**src/rtl/memory_arbiter_if.sv**
```systemverilog
// memory_arbiter_if: bundles the three requester ports and the external
// memory port of memory_arbiter.
//   master : the arbiter side (drives memory strobes and completion pulses)
//   slave  : the environment side (requesters and the memory device)
interface memory_arbiter_if;
  // Requester protocol: *_address_enable is a level request, held until the
  // matching one-cycle *_data_valid completion pulse. Memory protocol: a
  // strobe (mem_read/mem_write) is accepted on the first edge where
  // mem_wait_request is low; read data arrives later with mem_read_data_valid.
  logic        fetch_address_enable;
  logic [31:0] fetch_address;
  logic [31:0] fetch_data;
  logic        fetch_data_valid;

  logic        read_address_enable;
  logic [31:0] read_address;
  logic [31:0] read_data;
  logic        read_data_valid;

  logic        write_address_enable;
  logic [31:0] write_address;
  logic [31:0] write_data;
  logic        write_data_valid;

  logic [31:0] mem_address;
  logic        mem_read;
  logic        mem_write;
  logic [31:0] mem_write_data;
  logic        mem_wait_request;
  logic [31:0] mem_read_data;
  logic        mem_read_data_valid;

  logic        timeout_error;

  modport master (
    input  fetch_address_enable, fetch_address,
    input  read_address_enable, read_address,
    input  write_address_enable, write_address, write_data,
    input  mem_wait_request, mem_read_data, mem_read_data_valid,
    output fetch_data, fetch_data_valid,
    output read_data, read_data_valid,
    output write_data_valid,
    output mem_address, mem_read, mem_write, mem_write_data,
    output timeout_error
  );

  modport slave (
    output fetch_address_enable, fetch_address,
    output read_address_enable, read_address,
    output write_address_enable, write_address, write_data,
    output mem_wait_request, mem_read_data, mem_read_data_valid,
    input  fetch_data, fetch_data_valid,
    input  read_data, read_data_valid,
    input  write_data_valid,
    input  mem_address, mem_read, mem_write, mem_write_data,
    input  timeout_error
  );
endinterface

```
**src/rtl/memory_arbiter.sv**
```systemverilog
// memory_arbiter: shares one external memory port between fetch, read-stage
// and write-stage requesters, one transaction at a time, with a read watchdog.
// Optional macro MEMORY_ARBITER_ROUND_ROBIN_EN selects round-robin arbitration
// (fetch -> read -> write -> fetch); without it, fixed priority write > read > fetch.
// debug_state encoding: 0 Idle, 1 Issue, 2 Wait, 3 Respond.
module memory_arbiter #(
  parameter int unsigned TIMEOUT_CYCLES = 255
) (
  input  logic               clock,
  input  logic               reset,
  memory_arbiter_if.master   bus,
  output logic [1:0]         debug_state
);

  typedef enum logic [1:0] {
    IDLE    = 2'd0,
    ISSUE   = 2'd1,
    WAIT    = 2'd2,
    RESPOND = 2'd3
  } state_t;

  localparam logic [1:0] ID_FETCH = 2'd0;
  localparam logic [1:0] ID_READ  = 2'd1;
  localparam logic [1:0] ID_WRITE = 2'd2;
  localparam logic [7:0] TIMEOUT_LIMIT = 8'(TIMEOUT_CYCLES);

  state_t      state;
  logic [1:0]  grant_id;
  logic [7:0]  wd_count;
  logic        win_valid;
  logic [1:0]  win_id;
  logic        read_done;
  logic        timeout_hit;
  logic [31:0] resp_data;

`ifdef MEMORY_ARBITER_ROUND_ROBIN_EN
  // Requester with first claim on the next grant.
  logic [1:0]  rr_ptr;
`endif

  assign debug_state = state;

  // Pick the winner among the current requests (only acted on in Idle).
  always_comb begin
    win_valid = bus.fetch_address_enable | bus.read_address_enable |
                bus.write_address_enable;
    win_id    = ID_FETCH;
`ifdef MEMORY_ARBITER_ROUND_ROBIN_EN
    case (rr_ptr)
      ID_READ:
        if (bus.read_address_enable)       win_id = ID_READ;
        else if (bus.write_address_enable) win_id = ID_WRITE;
        else                               win_id = ID_FETCH;
      ID_WRITE:
        if (bus.write_address_enable)      win_id = ID_WRITE;
        else if (bus.fetch_address_enable) win_id = ID_FETCH;
        else                               win_id = ID_READ;
      default:
        if (bus.fetch_address_enable)      win_id = ID_FETCH;
        else if (bus.read_address_enable)  win_id = ID_READ;
        else                               win_id = ID_WRITE;
    endcase
`else
    if (bus.write_address_enable)     win_id = ID_WRITE;
    else if (bus.read_address_enable) win_id = ID_READ;
    else                              win_id = ID_FETCH;
`endif
  end

  // Read completion in Wait: real data wins over a watchdog expiry in the same cycle.
  always_comb begin
    read_done   = bus.mem_read_data_valid;
    timeout_hit = !bus.mem_read_data_valid && (wd_count + 8'd1 == TIMEOUT_LIMIT);
    resp_data   = bus.mem_read_data_valid ? bus.mem_read_data : 32'h0;
  end

  // Transaction FSM with all bus outputs registered.
  always_ff @(posedge clock) begin
    if (reset) begin
      state                <= IDLE;
      grant_id             <= ID_FETCH;
      wd_count             <= 8'd0;
      bus.mem_address      <= 32'h0;
      bus.mem_write_data   <= 32'h0;
      bus.mem_read         <= 1'b0;
      bus.mem_write        <= 1'b0;
      bus.fetch_data       <= 32'h0;
      bus.fetch_data_valid <= 1'b0;
      bus.read_data        <= 32'h0;
      bus.read_data_valid  <= 1'b0;
      bus.write_data_valid <= 1'b0;
      bus.timeout_error    <= 1'b0;
`ifdef MEMORY_ARBITER_ROUND_ROBIN_EN
      rr_ptr               <= ID_FETCH;
`endif
    end else begin
      case (state)
        IDLE: begin
          if (win_valid) begin
            grant_id <= win_id;
            state    <= ISSUE;
            case (win_id)
              ID_WRITE: begin
                bus.mem_address    <= bus.write_address;
                bus.mem_write_data <= bus.write_data;
                bus.mem_write      <= 1'b1;
              end
              ID_READ: begin
                bus.mem_address <= bus.read_address;
                bus.mem_read    <= 1'b1;
              end
              default: begin
                bus.mem_address <= bus.fetch_address;
                bus.mem_read    <= 1'b1;
              end
            endcase
          end
        end
        ISSUE: begin
          // Strobe, address and data stay put while the memory stalls.
          if (!bus.mem_wait_request) begin
            bus.mem_read  <= 1'b0;
            bus.mem_write <= 1'b0;
            if (grant_id == ID_WRITE) begin
              bus.write_data_valid <= 1'b1;
              state                <= RESPOND;
            end else begin
              wd_count <= 8'd0;
              state    <= WAIT;
            end
          end
        end
        WAIT: begin
          if (read_done || timeout_hit) begin
            if (grant_id == ID_READ) begin
              bus.read_data       <= resp_data;
              bus.read_data_valid <= 1'b1;
            end else begin
              bus.fetch_data       <= resp_data;
              bus.fetch_data_valid <= 1'b1;
            end
            if (timeout_hit) bus.timeout_error <= 1'b1;
            state <= RESPOND;
          end else begin
            wd_count <= wd_count + 8'd1;
          end
        end
        RESPOND: begin
          bus.fetch_data_valid <= 1'b0;
          bus.read_data_valid  <= 1'b0;
          bus.write_data_valid <= 1'b0;
`ifdef MEMORY_ARBITER_ROUND_ROBIN_EN
          rr_ptr <= (grant_id == ID_WRITE) ? ID_FETCH : grant_id + 2'd1;
`endif
          state <= IDLE;
        end
        default: state <= IDLE;
      endcase
    end
  end

endmodule

```
**src/flat_wrapper.sv**
```systemverilog
// flat-port wrapper written by rule: the top's interface ports become plain ports
module memory_arbiter_flat 
#(
  parameter int unsigned TIMEOUT_CYCLES = 255
)
  (clock, reset, debug_state, bus_fetch_address_enable, bus_fetch_address, bus_read_address_enable, bus_read_address, bus_write_address_enable, bus_write_address, bus_write_data, bus_mem_wait_request, bus_mem_read_data, bus_mem_read_data_valid, bus_fetch_data, bus_fetch_data_valid, bus_read_data, bus_read_data_valid, bus_write_data_valid, bus_mem_address, bus_mem_read, bus_mem_write, bus_mem_write_data, bus_timeout_error);
  memory_arbiter_if bus_i ();
  input  logic clock;
  input  logic reset;
  output logic [1:0] debug_state;
  input wire logic [$bits(bus_i.fetch_address_enable)-1:0] bus_fetch_address_enable;
  input wire logic [$bits(bus_i.fetch_address)-1:0] bus_fetch_address;
  input wire logic [$bits(bus_i.read_address_enable)-1:0] bus_read_address_enable;
  input wire logic [$bits(bus_i.read_address)-1:0] bus_read_address;
  input wire logic [$bits(bus_i.write_address_enable)-1:0] bus_write_address_enable;
  input wire logic [$bits(bus_i.write_address)-1:0] bus_write_address;
  input wire logic [$bits(bus_i.write_data)-1:0] bus_write_data;
  input wire logic [$bits(bus_i.mem_wait_request)-1:0] bus_mem_wait_request;
  input wire logic [$bits(bus_i.mem_read_data)-1:0] bus_mem_read_data;
  input wire logic [$bits(bus_i.mem_read_data_valid)-1:0] bus_mem_read_data_valid;
  output wire logic [$bits(bus_i.fetch_data)-1:0] bus_fetch_data;
  output wire logic [$bits(bus_i.fetch_data_valid)-1:0] bus_fetch_data_valid;
  output wire logic [$bits(bus_i.read_data)-1:0] bus_read_data;
  output wire logic [$bits(bus_i.read_data_valid)-1:0] bus_read_data_valid;
  output wire logic [$bits(bus_i.write_data_valid)-1:0] bus_write_data_valid;
  output wire logic [$bits(bus_i.mem_address)-1:0] bus_mem_address;
  output wire logic [$bits(bus_i.mem_read)-1:0] bus_mem_read;
  output wire logic [$bits(bus_i.mem_write)-1:0] bus_mem_write;
  output wire logic [$bits(bus_i.mem_write_data)-1:0] bus_mem_write_data;
  output wire logic [$bits(bus_i.timeout_error)-1:0] bus_timeout_error;
  assign bus_i.fetch_address_enable = bus_fetch_address_enable;
  assign bus_i.fetch_address = bus_fetch_address;
  assign bus_i.read_address_enable = bus_read_address_enable;
  assign bus_i.read_address = bus_read_address;
  assign bus_i.write_address_enable = bus_write_address_enable;
  assign bus_i.write_address = bus_write_address;
  assign bus_i.write_data = bus_write_data;
  assign bus_i.mem_wait_request = bus_mem_wait_request;
  assign bus_i.mem_read_data = bus_mem_read_data;
  assign bus_i.mem_read_data_valid = bus_mem_read_data_valid;
  assign bus_fetch_data = bus_i.fetch_data;
  assign bus_fetch_data_valid = bus_i.fetch_data_valid;
  assign bus_read_data = bus_i.read_data;
  assign bus_read_data_valid = bus_i.read_data_valid;
  assign bus_write_data_valid = bus_i.write_data_valid;
  assign bus_mem_address = bus_i.mem_address;
  assign bus_mem_read = bus_i.mem_read;
  assign bus_mem_write = bus_i.mem_write;
  assign bus_mem_write_data = bus_i.mem_write_data;
  assign bus_timeout_error = bus_i.timeout_error;
  memory_arbiter #(.TIMEOUT_CYCLES(TIMEOUT_CYCLES)) u_core (.clock(clock), .reset(reset), .bus(bus_i), .debug_state(debug_state));
endmodule
```
**config.mk**
```make
export PLATFORM = sky130hd
export DESIGN_NAME = memory_arbiter_flat
export DESIGN_NICKNAME = d
export VERILOG_FILES = /design/src/rtl/memory_arbiter_if.sv /design/src/rtl/memory_arbiter.sv /design/src/flat_wrapper.sv
export SDC_FILE = /design/constraint.sdc
export NUM_CORES = 1
export LEC_CHECK = 0
export ABC_CLOCK_PERIOD_IN_PS = 2400
export CORE_ASPECT_RATIO = 1.2
export CORE_MARGIN = 5
export CORE_UTILIZATION = 41
export CTS_CLUSTER_SIZE = 16
export DETAILED_ROUTE_END_ITERATION = 16
export GPL_TIMING_DRIVEN = 0
export HOLD_SLACK_MARGIN = 0.03
export PLACE_DENSITY_LB_ADDON = 0.05
export SYNTH_ARGS = -nofsm -noshare
export SYNTH_HDL_FRONTEND = slang
export SYNTH_SLANG_ARGS = --single-unit
```
**constraint.sdc**
```tcl
create_clock -name clock -period 2.4 [get_ports clock]
set_input_delay 0.36 -clock clock [delete_from_list [all_inputs] [get_ports clock]]
set_output_delay 0.36 -clock clock [all_outputs]
set_load 0.01 [all_outputs]
```
==> results.cfg, run 1 <==
[finish]
drive_gt1_frac = 0.04711
fin_nets = 1285
nFillCells = 1312
syn_to_final_growth_pct = 62.48
finalNonFillerCells = 1331

[clock_network]
cts.sinks = 146
htreeDepth = 4
cts_tree = built
clockRootBuffer = clkbuf_16
cts_buffers = 17
clkTransAtPathRegs_ns = 0.06
insertion_delay_ns = 0.42
hold_buffers = 0
cts_setup_buffers = 0
cts-resized-gates = 0
clock_path_buffers = 2

[timing]
post-route-min-period_ns = 2.248
final_hold_viol_count = 0
fin_hold_ws_ns = 0.4517
max-slew-margin-rel = 0.5166
worst_slew_pin_slew_ns = 0.7251
worst_slack_ns = 0.1517
setup_viol = 0
fmax_ghz = 0.4448
slew_violations = 0
post-route-period-util = 0.9368
finalClockSkew_ns = 0.01475

[yosys]
synth_top_flop_cell = dfxtp_1
synth_top_cell_by_area = dfxtp_1
ys_ff_latch = 146
yosys.cell_types.count = 47
synth_edf_count = 0
postSynthCellCount = 793
yosys_warnings = 0
yosysTopAreaCellShare = 0.4735
synthArstFlopShare = 0
avgSynthCellArea_um2 = 7.783
syn-num-nets = 966
ys_top_cells_by_area = dfxtp_1 47%, nand2_1 13%, o21ai_0 8.0%
syn_area_mm2 = 0.006172
yosysSeqAreaShare = 0.4735

[worst_setup_path]
cp-start-kind = flop
cp.arrival_ns = 2.53
crit_path_end_kind = flop
crit_type = flop to flop
worst-path-max-fanout = 10
cp.required_ns = 2.69

[drt]
route.detailed.drc = 0
firstDrtPassIters = 5
wire_per_inst_um = 16.53
finalWirelength_um = 22000
vias = 6753
vias_per_cell = 5.074
drt_iter0_markers = 379
ant_nets = 0

[global_route]
gr-total-overflow = 0
grt_pass1_wl_um = 33660
grt_usage = 0.2423
antenna_found_initial = 0
first_global_vias = 6535
grt_max_degree = 17

[pwr]
internal_power_mw = 5.549
p_switching_mw = 2.694
p_per_area_mw_per_mm2 = 822.0
swShare = 0.3268
power_mw = 8.243
seqPwrFrac = 0.364
p_clk_frac = 0.301
p_leak_nw = 3.593
combinationalPowerShare = 0.334
irDropWorstVdd_uv = 555.8

[floorplan]
std_cell_rows = 49
die_w_um = 122.0
initial_utilization = 0.4143
coreArea_mm2 = 0.01490
dieHeight_um = 144.4
io_pins = 303
dieArea_mm2 = 0.01762

[place]
dp.final_hpwl_um = 17340
pre_cts_ws_ns = -0.3143
numPortBuffers = 300
place_congestion = 0.8532
dp_cells = 1297

[worst_hold_path]
hold_class = flop to flop

[run]
max_cap_violations = 0

[status]
status = completed
==> synth_stat cells, types with 6 or more instances <==
cell and n:
nand2_1 210, dfxtp_1 146, o21ai_0 99, a21oi_1 76, nand3_1 74, clkbuf_1 48, mux2i_1 20, nor2_1 14
a221o_1 12, inv_1 7, clkbuf_2 6, ha_1 6
==> stage by stage <==
step                  util  cell area (um2)  setup TNS [ns]
CTS                 0.6703             9986               0
global placement    0.6330             9430          -10.95
floorplan                -             6172               0
global route        0.6728            10020       -0.005302
detailed placement  0.6330             9430          -10.36
finish              0.6731            10030               0
==> cell families after synthesis <==
group	count (synthesis)	share of synthesized area
compound gates	219	0.2039
fa+ha+maj	6	0.01216
buf+inv	71	0.04581
flops	146	0.4735
mux	20	0.03243
simple gates	331	0.2321
==> power groups by stage <==
| stage | registers, mW | logic (mW) | clock network, mW |
|---|---|---|---|
| after detailed placement | 3.04 | 2.75 | 0 |
| final | 3.00 | 2.76 | 2.48 |
| after floorplan | 3.17 | 1.20 | 0 |
| after global routing | 3.05 | 3.05 | 2.64 |
| after global placement | 3.04 | 2.75 | 0 |
| after CTS | 3.00 | 2.77 | 2.52 |
==> worst paths after layout <==
check	from	end	slack (ns)	depth (start not counted)
hold / removal	u_core.bus.mem_address[7]$_SDFFE_PP0P_	u_core.bus.mem_address[7]$_SDFFE_PP0P_	0.45	2
setup / recovery	u_core.wd_count[1]$_SDFFE_PP0P_	u_core.bus.fetch_data[2]$_SDFFE_PP0P_	0.15	7
setup reg to reg	u_core.wd_count[1]$_SDFFE_PP0P_	u_core.bus.fetch_data[2]$_SDFFE_PP0P_	0.15	7
hold reg to reg	u_core.bus.mem_address[7]$_SDFFE_PP0P_	u_core.bus.mem_address[7]$_SDFFE_PP0P_	0.45	2
==> worst max-delay path, cell delays in order, from the launching register on <==
cell      delay [ns]
dfxtp_1         0.43
ha_1            0.20
nand4_1         0.20
a311oi_2        0.45
o22ai_4         0.20
a21oi_4         0.28
buf_2           0.25
o21ai_0         0.11
==> final cells by class <==
cell class / instances / area [um2] / area share
antenna: 2 / 5.005 / 0.0004991
timing repair buffer: 300 / 3003 / 0.2994
buffer: 63 / 254.0 / 0.02533
multi-input combinational: 576 / 3003 / 0.2994
inverter: 8 / 30.03 / 0.002994
sequential: 146 / 2923 / 0.2915
tap: 204 / 255.2 / 0.02545
clock buffer: 20 / 446.7 / 0.04454
clock inverter: 12 / 108.9 / 0.01085
==> per-layer routing <==
metal	vias to the layer above	GRT usage	routed length [um]
met5	-	0	0
met4	0	0.08319	469
met3	33	0.08412	2099
met2	267	0.4479	11430
met1	3059	0.2553	8006
li1	3394	-	-
==> sequential cells by signal, summed over array words and instances, names as in the netlist <==
| register | count |
|---|---|
| u_core.bus.mem_write_data | 32 |
| u_core.bus.fetch_data_valid | 1 |
| u_core.bus.fetch_data | 32 |
| u_core.debug_state | 2 |
| u_core.bus.mem_read | 1 |
| u_core.bus.mem_address | 32 |
| u_core.bus.timeout_error | 1 |
| u_core.bus.mem_write | 1 |
| u_core.bus.read_data | 32 |
| u_core.wd_count | 8 |
| u_core.grant_id | 2 |
| u_core.bus.read_data_valid | 1 |
| u_core.bus.write_data_valid | 1 |
==> layout by cell type (no fill, tap or decap), types with 3 or more instances in the layout <==
master / instances
nand3_1: 74
mux2i_1: 20
clkbuf_1: 49
clkbuf_16: 17
inv_1: 7
nand4_1: 4
clkbuf_2: 6
ha_1: 6
buf_1: 4
a221o_1: 12
dfxtp_1: 146
nand2b_1: 4
o21ai_1: 4
o21ai_0: 99
nor2b_1: 4
nand3b_1: 3
and3_1: 3
nor2_1: 14
or3_1: 3
a22oi_1: 3
buf_2: 5
clkdlybuf4s50_1: 300
clkinv_2: 4
o21a_1: 3
a21oi_1: 76
clkinv_4: 4
or4_1: 4
nand2_1: 210
No activity file was read; power rests on OpenSTA's default activity.
==> run 2, diff against run 1 <==
HOLD_SLACK_MARGIN = not set   (was 0.03)
==> results of run 2 <==
Final layout, timing and power as in run 1 (identical DEF).
==> run 3, diff against run 2 <==
REMOVE_ABC_BUFFERS = 1   (was not set)
==> run 3 against run 2 <==
  * First-iteration DRC count grew 13%
  * Global-route usage shrank 0.97 points
  * Core utilization grew 0.92 points
  * Clock skew shrank 0.0011 ns
  * Clock-buffer cell count grew 1
  * Register-to-register slack gained 0.03 ns
  * Highest routed layer unchanged
  * Final area grew 1.4%
  * Sequential share of layout area shrank 0.39 points
  * Non-clock buffer count shrank 47
  * Fmax grew 1.4%
  * Clock power grew 16%
  * Critical path type unchanged
==> results.cfg, run 3 (synthesized netlist as in run 1, its figures left out) <==
[global_route]
gr-total-overflow = 0
grt_usage = 0.2326
grt_max_degree = 102
first_global_vias = 6318
antenna_found_initial = 1
grt_pass1_wl_um = 32230

[timing]
worst_slack_ns = 0.1834
worst_slew_pin_slew_ns = 1.200
fmax_ghz = 0.4511
post-route-min-period_ns = 2.217
slew_violations = 0
final.setup.tns_ns = 0
fin_hold_ws_ns = 0.4514
final_hold_viol_count = 0
rsz0062_at_grt = no
finalClockSkew_ns = 0.01367
post-route-period-util = 0.9236
max-slew-margin-rel = 0.1914
setup_viol = 0

[worst_setup_path]
cp.arrival_ns = 2.58
cp.required_ns = 2.76
cp-start-kind = flop
crit_type = flop to flop
r2r_start = u_core.wd_count[1]$_SDFFE_PP0P_
crit_path_end_kind = flop
crit_start = u_core.wd_count[1]$_SDFFE_PP0P_
worst-path-max-fanout = 7
reg2reg_depth = 7

[floorplan]
coreArea_mm2 = 0.01490
io_pins = 303
std_cell_rows = 49
initial_utilization = 0.4143
dieArea_mm2 = 0.01762
die_w_um = 122.0
dieHeight_um = 144.4

[drt]
finalWirelength_um = 21060
vias_per_cell = 5.074
route.met3.wl_um = 1950
wire_per_inst_um = 16.37
wl_met1_um = 7906
wl_met2_um = 10630
ant_nets = 0
route.detailed.drc = 0
top_layer = met4
drt_iter0_markers = 430
vias = 6525
firstDrtPassIters = 4

[clock_network]
clockRootBuffer = clkbuf_16
insertion_delay_ns = 0.43
cts_tree = built
cts.sinks = 146
cts_buffers = 17
clkTransAtPathRegs_ns = 0.06
clock_path_buffers = 2
htreeDepth = 4

[pwr]
irDropWorstVdd_uv = 607.3
p_per_area_mw_per_mm2 = 852.7
p_leak_nw = 3.623
power_mw = 8.667

[finish]
syn_to_final_growth_pct = 64.69
final_common_cell = clkdlybuf4s50_1
fin_nets = 1240
nFillCells = 1268
drive_gt1_frac = 0.06204
final_cell_mix = 299 x clkdlybuf4s50_1, 210 x nand2_1, 146 x dfxtp_1

[worst_hold_path]
holdPathStages = 2
hold_class = flop to flop
hold_start = u_core.bus.mem_write_data[17]$_SDFFE_PP0P_

[place]
place_congestion = 0.8602
pre_cts_ws_ns = -0.9437
numPortBuffers = 302
dp.final_hpwl_um = 14710

[run]
max_cap_violations = 0

[status]
status = completed
-- run 3: repair_timing --
action / CTS / global route
resized for setup: 6 / 7
setup buffers: 5 / 5
cloned: 2 / 0
pin swaps: 3 / 4
hold buffers: 0 / 0
setup endpoints to repair: 102 / 101
-- run 3: final cells by class --
class	count	area, um2	area share
Tap cell	204	255.2	0.02511
Clock buffer	21	480.5	0.04727
Inverter	8	32.53	0.003200
Timing Repair Buffer	316	3233	0.3181
Sequential cell	146	2923	0.2875
Multi-Input combinational cell	578	3063	0.3013
Clock inverter	11	172.7	0.01699
Antenna cell	2	5.005	0.0004924
-- run 3: critical path: stages (launching register included) --
cell	delay, ns
dfxtp_1	0.44
ha_1	0.20
nand4_1	0.19
a311oi_2	0.49
o22ai_4	0.24
a21oi_4	0.22
buf_4	0.19
o221a_2	0.19
-- run 3: power by group --
group / switching [mW] / total [mW] / internal, mW / leakage (nW)
clock network: 1.02 / 2.88 / 1.85 / 0.308
registers: 0.200 / 2.98 / 2.78 / 1.19
logic: 1.45 / 2.81 / 1.36 / 2.13
total: 2.67 / 8.67 / 6.00 / 3.62
-- run 3: worst paths after layout --
kind / to / slack, ns
max: u_core.bus.fetch_data_valid$_SDFFE_PP0P_ / 0.18
min: u_core.bus.mem_write_data[17]$_SDFFE_PP0P_ / 0.45
max reg2reg: u_core.bus.fetch_data_valid$_SDFFE_PP0P_ / 0.18
min reg2reg: u_core.bus.mem_write_data[17]$_SDFFE_PP0P_ / 0.45
-- run 3: routing by layer --
layer / GRT usage / vias to the layer above
li1: - / 3290
met1: 0.2538 / 2969
met2: 0.4042 / 235
met3: 0.08998 / 31
met4: 0.09676 / 0
met5: 0 / -
-- run 3: metrics by stage --
| stage | cells | instance area (um2) | util |
|---|---|---|---|
| floorplan | 730 | 5919 | - |
| global placement | 1236 | 9198 | 0.6174 |
| detailed placement | 1240 | 9304 | 0.6245 |
| CTS | 1279 | 10060 | 0.6756 |
| global route | 1285 | 10160 | 0.6821 |
| finish | 1286 | 10160 | 0.6823 |
